$ cat src/rtl/cdb_arbiter.sv
// Common-data-bus arbiter: two small result FIFOs (ALU, LSB) feed one registered
// broadcast bus, with alternating priority whenever both producers are waiting.
module cdb_arbiter #(
    parameter int ID_WIDTH   = 5,
    parameter int DATA_WIDTH = 32,
    parameter int DEPTH      = 4
) (
    input  logic                  clk,
    input  logic                  rst,
    input  logic                  rdy,
    input  logic                  rollback_signal,
    input  logic                  alu_has_result,
    input  logic [ID_WIDTH-1:0]   alias_from_alu,
    input  logic [DATA_WIDTH-1:0] result_from_alu,
    output logic                  alu_stall,
    input  logic                  lsb_has_result,
    input  logic [ID_WIDTH-1:0]   alias_from_lsb,
    input  logic [DATA_WIDTH-1:0] result_from_lsb,
    output logic                  lsb_stall,
    output logic                  cdb_valid,
    output logic [ID_WIDTH-1:0]   cdb_alias,
    output logic [DATA_WIDTH-1:0] cdb_result,
    output logic                  cdb_from_lsb
);
    localparam int PTR_W = $clog2(DEPTH);
    localparam int ENT_W = ID_WIDTH + DATA_WIDTH;
    localparam logic [PTR_W:0]   CNT_FULL = (PTR_W + 1)'(DEPTH);
    localparam logic [PTR_W:0]   CNT_ONE  = (PTR_W + 1)'(1);
    localparam logic [PTR_W-1:0] PTR_ONE  = PTR_W'(1);

    // Producer index 0 is the ALU, index 1 is the LSB.
    logic [1:0]            push_req;
    logic [1:0]            full;
    logic [1:0]            nonempty;
    logic [1:0]            do_push;
    logic [1:0]            grant;
    logic [1:0][ENT_W-1:0] push_data;
    logic [1:0][ENT_W-1:0] head_data;
    logic [ENT_W-1:0]      grant_data;
    logic                  grant_lsb;
    logic                  last_lsb_reg;

    assign push_req     = {lsb_has_result, alu_has_result};
    assign push_data[0] = {alias_from_alu, result_from_alu};
    assign push_data[1] = {alias_from_lsb, result_from_lsb};

    generate
        for (genvar gi = 0; gi < 2; gi++) begin : g_fifo
            logic [ENT_W-1:0] mem [DEPTH];
            logic [PTR_W-1:0] head_reg;
            logic [PTR_W-1:0] tail_reg;
            logic [PTR_W:0]   count_reg;
            logic             alias_valid;

            // Alias 0 means "no tag", so such a push carries nothing to broadcast.
            assign alias_valid   = (push_data[gi][ENT_W-1 -: ID_WIDTH] != '0);
            assign full[gi]      = (count_reg == CNT_FULL);
            assign nonempty[gi]  = (count_reg != '0);
            assign do_push[gi]   = rdy && !rollback_signal && push_req[gi]
                                   && !full[gi] && alias_valid;
            assign head_data[gi] = mem[head_reg];

            always_ff @(posedge clk) begin
                if (do_push[gi]) begin
                    mem[tail_reg] <= push_data[gi];
                end
            end

            always_ff @(posedge clk or negedge rst) begin
                if (!rst) begin
                    head_reg  <= '0;
                    tail_reg  <= '0;
                    count_reg <= '0;
                end else if (rollback_signal) begin
                    head_reg  <= '0;
                    tail_reg  <= '0;
                    count_reg <= '0;
                end else begin
                    if (do_push[gi]) begin
                        tail_reg <= tail_reg + PTR_ONE;
                    end
                    if (grant[gi]) begin
                        head_reg <= head_reg + PTR_ONE;
                    end
                    case ({do_push[gi], grant[gi]})
                        2'b10:   count_reg <= count_reg + CNT_ONE;
                        2'b01:   count_reg <= count_reg - CNT_ONE;
                        default: count_reg <= count_reg;
                    endcase
                end
            end
        end
    endgenerate

    // Full is judged on registered count only; a same-cycle pop does not free a slot.
    assign alu_stall = full[0];
    assign lsb_stall = full[1];

    // Grant looks only at pre-edge occupancy, so a fresh push is never bypassed.
    always_comb begin
        grant = 2'b00;
        if (rdy && !rollback_signal) begin
            if (nonempty[0] && nonempty[1]) begin
                grant = last_lsb_reg ? 2'b01 : 2'b10;
            end else if (nonempty[0]) begin
                grant = 2'b01;
            end else if (nonempty[1]) begin
                grant = 2'b10;
            end
        end
    end

    assign grant_lsb  = grant[1];
    assign grant_data = grant_lsb ? head_data[1] : head_data[0];

    always_ff @(posedge clk or negedge rst) begin
        if (!rst) begin
            cdb_valid    <= 1'b0;
            cdb_alias    <= '0;
            cdb_result   <= '0;
            cdb_from_lsb <= 1'b0;
            last_lsb_reg <= 1'b1;
        end else if (rollback_signal) begin
            cdb_valid <= 1'b0;
        end else if (rdy) begin
            cdb_valid <= |grant;
            if (|grant) begin
                {cdb_alias, cdb_result} <= grant_data;
                cdb_from_lsb            <= grant_lsb;
                last_lsb_reg            <= grant_lsb;
            end
        end
    end

endmodule

$ cat config.mk
export PLATFORM = sky130hd
export DESIGN_NAME = cdb_arbiter
export DESIGN_NICKNAME = d
export VERILOG_FILES = /design/src/rtl/cdb_arbiter.sv
export SDC_FILE = /design/constraint.sdc
export NUM_CORES = 1
export LEC_CHECK = 0
export BUFFER_PORTS_ARGS = -buffer_cell sky130_fd_sc_hd__buf_2
export CORE_ASPECT_RATIO = 0.75
export CORE_UTILIZATION = 43
export CTS_BUF_LIST = sky130_fd_sc_hd__clkbuf_16
export CTS_CLUSTER_DIAMETER = 40
export DETAILED_ROUTE_END_ITERATION = 16
export HOLD_SLACK_MARGIN = 0.05
export PLACE_DENSITY_LB_ADDON = 0.15
export SYNTH_ARGS = -nofsm -noshare
export SYNTH_HDL_FRONTEND = slang
export SYNTH_SLANG_ARGS = --single-unit
$ cat constraint.sdc
create_clock -name clk -period 5.1 [get_ports clk]
set_input_delay 0.255 -clock clk [delete_from_list [all_inputs] [get_ports clk]]
set_output_delay 0.255 -clock clk [all_outputs]
set_load 0.03 [all_outputs]
==> metrics.txt, run 1 <==
Starting Density=44.1%; vias in the first global route=7749; P per Cell Area=492 mW/mm2; syn avg cell area=18.8 um2; fin crit share=53.7%; R2R Path Start=g_fifo[1].count_reg[2]$_DFFE_PN0P_; initial antenna violation count=2; delay of the slowest cell on the worst path=0.82 ns; startpoint types=flop; number of flip-flops in the largest register=296; RD Place Congestion=0.798; Clock Skews=0.0178 ns; First-pass DRT Iterations=5; Reg area=0.0102 mm2; Async SR Flop Fraction=15.4%; Port-buffer cells=120; Hold Fails Final Rpt=0; f_max=0.365 GHz; CP Data Arrival Time=2.93 ns; Finished Core Util=54.8%; Setup CP Type=flop to flop; status=finished clean; diodes inserted=0; clock tree buffer depth=3; area leader, netlist=edfxtp_1; pin count of the biggest net entering global routing=55; grt met1 use=24.6%; area of the multi-input gates=0.00298 mm2; most frequent cell after synthesis=edfxtp_1; Wirelength per Cell=21.0 um; # fillers=2435; die height=155 um; Area growth syn-to-layout=24.3%; #FFs+latches synth=350; post-CTS setup buffer count=0; syn nets=803; Final min period=2.74 ns; Max VDD drop=274 uV; synth cell count leaders=296 x edfxtp_1, 88 x nand2_1, 74 x mux4_2; Vias/cell=5.30; predominant post-synthesis flop cell=edfxtp_1; Die ar.=0.0319 mm2; post-synthesis sequential area ratio=76.4%; Sink Count=350; drt drc=0; Post-synth EDFFs=296; setup violators final=0; critical path, cell by cell=or3b_2, o2111a_1, and2_1, buf_4; share of layout cells above drive strength 1=29.3%; Synth warnings=0; root buf cell=clkbuf_16; Leak=0.00582 uW; grt met2 use=31.2%; Die X=206 um; first-pass GRT wire length=44400 um; Core Area=0.0304 mm2; row cnt=55; CP endpoint kind=flop; # IOs=121; H-tree Lvls=2; RSZ-0062 raised after global routing=false; nets=1021; Syn Std Cell Area=0.0134 mm2; Slowest-stage cell, CP=and2_1; dpl hpwl=17800 um; antenna-violating nets left=0; Setup TNS=0 ns; busiest grt layer=met2; Tot GR Track Use=18.7%; total gr overflow=0; via count=7214; Area contributors post-synth=edfxtp_1 66%, mux4_2 12%, dfrtp_1 9.9%; Yosys top cell area share=66.3%; Mapped Cells=713; clk slew on worst S/H paths=0.06 ns; insertion delay to the later sink of the worst-skew pair=0.54 ns; Crit Path Max Fanout=21; # Max-Cap Violations=0; Worst setup startpoint=g_fifo[1].count_reg[2]$_DFFE_PN0P_; Worst EP required=5.29 ns; Hold Crit Class=input port to flop; max-slew violation count=0; TritonCTS buffer count=41; DRT Wirelength=28600 um; Slew HR=31.4%; initial DRC count=470; TritonCTS clock tree=built; final design instance area without fill=0.0167 mm2; Yosys cell types=38; min-delay src=rdy; GR Util met3=4.29%; Worst-Margin Slew=1.03 ns; Placed Area=0.0145 mm2
-- cell type report --
| type | count | share of cell area [%] |
|---|---|---|
| clock inverters | 32 | 2.09 |
| inverters | 11 | 0.248 |
| well taps | 399 | 3.00 |
| repair buffers | 211 | 8.83 |
| flip-flops and latches | 350 | 61.5 |
| multi-input cells | 316 | 17.9 |
| clock buffers | 43 | 6.46 |
-- final timing paths --
kind	endpoint	slack (ns)	cells past startpoint
worst max-delay path	g_fifo[1].mem[1][1]$_DFFE_PP_	2.36	4
worst min-delay path	cdb_valid$_DFFE_PN0P_	0.10	3
worst max register to register	g_fifo[1].mem[1][1]$_DFFE_PP_	2.36	4
worst min register to register	cdb_valid$_DFFE_PN0P_	0.50	1
max in group asynchronous	g_fifo[0].head_reg[0]$_DFFE_PN0P_	4.13	3
min in group asynchronous	cdb_result[2]$_DFFE_PN0P_	0.42	3
-- metal layers --
layer / wire length, um / up-vias
li1: - / 3242
met1: 12200 / 3731
met2: 14300 / 186
met3: 1510 / 51
met4: 592 / 4
met5: 21 / -
-- cells in the final DEF (no fill, tap or decap), drive strengths merged, types with 2 or more instances in the layout --
cell and instances:
fa 2, dlygate4sd3 75, a21o 2, xnor2 6, inv 22, a31oi 37
mux4 74, clkbuf 43, o2111ai 2, a211o 2, ha 8, buf 136
nand3 2, o2111a 2, dfrtp 53, nand2 88, nor2 49, edfxtp 296
or4 2, a21oi 9, bufinv 7, and2 9, clkinv 14, nor3 3
o21ai 6, or3b 2, o211ai 3
-- worst max-delay path, delay by kind of cell (launching register included) --
family	cells	cell delay, ns
AND/OR/NAND/NOR	2	1.08
buffers and inverters	1	0.48
flip-flops	1	0.45
AO/OA/AOI/OAI	1	0.38
-- through the flow --
| step | hold WS (ns) | setup WS [ns] | std cells | total power [uW] |
|---|---|---|---|---|
| after CTS | 0.0729 | 2.33 | 1362 | 8300 |
| after global routing | 0.0946 | 2.13 | 1362 | 8560 |
| final | 0.102 | 2.36 | 1362 | 8190 |
| after floorplan | -0.0406 | 2.71 | 713 | 4660 |
| after detailed placement | 0.445 | 2.11 | 1212 | 5200 |
| after global placement | 0.432 | 2.20 | 1212 | 5160 |
-- report_power, final --
| group | total (uW) | internal [uW] | switching [uW] |
|---|---|---|---|
| sequential | 3530 | 3340 | 188 |
| combinational | 1640 | 643 | 996 |
| clock | 3030 | 1890 | 1140 |
-- timing repair --
item,in CTS,in global routing
hold buffers,75,0
endpoints found under the hold margin,349,0
resized for setup,0,0
setup endpoints to repair,0,0
-- kinds of logic (layout without fill, tap and decap cells) --
group	after synthesis	after routing	synth area share (%)
flip-flops	350	350	76.4
XOR/XNOR	6	6	0.392
buffers and inverters	47	297	1.46
AO/OA/AOI/OAI	67	67	3.32
AND/OR/NAND/NOR	159	159	4.93
adder cells (fa/ha/maj)	10	10	1.05
multiplexers	74	74	12.4
No activity file was read; power rests on OpenSTA's default activity.
==> run 2, diff against run 1 <==
Settings changed: ABC_AREA from default to 1.
Clock period 5.1 ns to 2.6 ns, I/O delays scaled along.
==> metrics.txt, run 2 <==
final design instance area without fill=0.0173 mm2; Hold Crit Class=input port to flop; Area growth syn-to-layout=23.8%; Placed Area=0.0152 mm2; Port-buffer cells=120; Final Instance Count excl. Fillers=1846; Core Area=0.0316 mm2; total gr overflow=0; post-synthesis sequential area ratio=73.3%; nets=1472; CP Data Arrival Time=2.45 ns; # Max-Cap Violations=0; first-pass GRT wire length=50300 um; Async SR Flop Fraction=15.4%; Area contributors post-synth=edfxtp_1 64%, dfrtp_1 9.5%, nand2_1 8.3%; via count=9182; Synth warnings=0; dpl hpwl=19700 um; root buf cell=clkbuf_16; Final min period=2.03 ns; Syn Std Cell Area=0.0140 mm2; f_max=0.491 GHz; RSZ-0062 raised after global routing=false; initial DRC count=785; status=finished clean; max-slew violation count=0; antenna-violating nets left=0; Starting Density=44.2%; Sink Count=350; Wirelength per Cell=17.9 um; Tot GR Track Use=20.1%; startpoint types=input port; Setup CP Type=input port to flop; clk slew on worst S/H paths=0.06 ns; die height=158 um; Tot Pwr=14400 uW; share of layout cells above drive strength 1=16.3%; Crit Path Max Fanout=9; CP endpoint kind=flop; synth cell count leaders=308 x nand2_1, 296 x edfxtp_1, 122 x nor2_1; H-tree Lvls=2; Leak=0.00658 uW; fin crit share=78.3%; Post-synth EDFFs=296; Worst-Margin Slew=0.869 ns; number of flip-flops in the largest register=296; RD Place Congestion=0.864; Yosys cell types=28; drt drc=0; most frequent cell after synthesis=nand2_1; #FFs+latches synth=350; placed cells=1699; Clock Skews=0.0256 ns; DRT Wirelength=33000 um; Die X=210 um; vias in the first global route=8837; clock tree buffer depth=3; Worst EP required=3.01 ns; # IOs=121; Yosys top cell area share=63.6%; row cnt=56; r2r setup slk=0.60 ns; Max VDD drop=580 uV; most frequent cells in the layout=308 x nand2_1, 296 x edfxtp_1, 120 x buf_2, 114 x nor2_1, 107 x nand3_1; commonest non-fill, non-tap cell in the layout=nand2_1; Mapped Cells=1180; Slew HR=42.1%; TritonCTS clock tree=built; setup violators final=0; First-pass DRT Iterations=4; Hold Fails Final Rpt=0; diodes inserted=0; predominant post-synthesis flop cell=edfxtp_1; syn avg cell area=11.8 um2; insertion delay to the later sink of the worst-skew pair=0.54 ns; Die ar.=0.0332 mm2; initial antenna violation count=0; P per Cell Area=835 mW/mm2; Setup TNS=0 ns; TritonCTS buffer count=39; Vias/cell=4.97; syn nets=1270; pin count of the biggest net entering global routing=76; area leader, netlist=edfxtp_1
run 2: area by class of cell:
class | instances | area (um2)
Clock buffer | 40 | 1000
Clock inverter | 30 | 283
Fill cell | 2719 | 14300
Inverter | 34 | 133
Multi-Input combinational cell | 734 | 3340
Sequential cell | 350 | 10200
Tap cell | 435 | 544
Timing Repair Buffer | 223 | 1740
run 2: repair_timing:
action	4_1_cts	5_1_grt
hold buffers	77	0
setup buffers	0	0
resized for setup	0	0
endpoints found under the hold margin	338	0
run 2: path summary, 6_finish.rpt:
path                                                    startpoint                                  to  depth (start not counted)
worst max-delay path                               rollback_signal  g_fifo[0].count_reg[2]$_DFFE_PN0P_                         15
worst min-delay path                                alu_has_result   g_fifo[0].tail_reg[1]$_DFFE_PN0P_                          7
worst max register to register  g_fifo[0].count_reg[0]$_DFFE_PN0P_  g_fifo[0].count_reg[2]$_DFFE_PN0P_                         12
worst min register to register          cdb_result[25]$_DFFE_PN0P_          cdb_result[25]$_DFFE_PN0P_                          2
max in group asynchronous                                      rst   g_fifo[0].tail_reg[0]$_DFFE_PN0P_                          3
min in group asynchronous                                      rst          cdb_result[19]$_DFFE_PN0P_                          2
run 2: critical path, stage by stage:
cell and delay (ns):
dlygate4sd3_1 0.52, buf_2 0.18, inv_4 0.13, nand2_4 0.08
nor2_1 0.13, nand2_1 0.06, nor2_1 0.22, nor2_1 0.12
fa_1 0.39, xnor2_1 0.21, inv_1 0.06, nand2_1 0.06
nand2_1 0.05, nand2_1 0.05, nand2_1 0.04
run 2: metal layers:
metal | global-route usage [%] | wire length [um] | up-vias
li1 | - | - | 4501
met4 | 4.62 | 490 | 0
met3 | 3.53 | 1720 | 43
met2 | 32.6 | 15600 | 221
met1 | 28.5 | 15200 | 4417
met5 | 0 | 0 | -
run 2: power breakdown:
part	internal (uW)	leakage (uW)	switching, uW	total, uW
Sequential	6470	0.00332	274	6750
Clock	3220	0.000646	2240	5460
Combinational	674	0.00261	1550	2230
run 2: kinds of logic after synthesis:
| logic type | count (synthesis) | synth area share (%) |
|---|---|---|
| compound gates | 177 | 6.58 |
| simple gates | 545 | 15.8 |
| xor+xnor | 2 | 0.125 |
| flops | 350 | 73.3 |
| fa+ha+maj | 10 | 1.00 |
| buf+inv | 96 | 3.18 |
run 2: through the flow:
step	hold slack (ns)	util, %	setup slack [ns]
after CTS	0.0899	54.7	0.604
after detailed placement	0.279	48.2	0.584
after global placement	0.282	48.2	0.656
after floorplan	-0.166	-	-0.162
final	0.114	54.7	0.565
after global routing	0.154	54.7	0.365
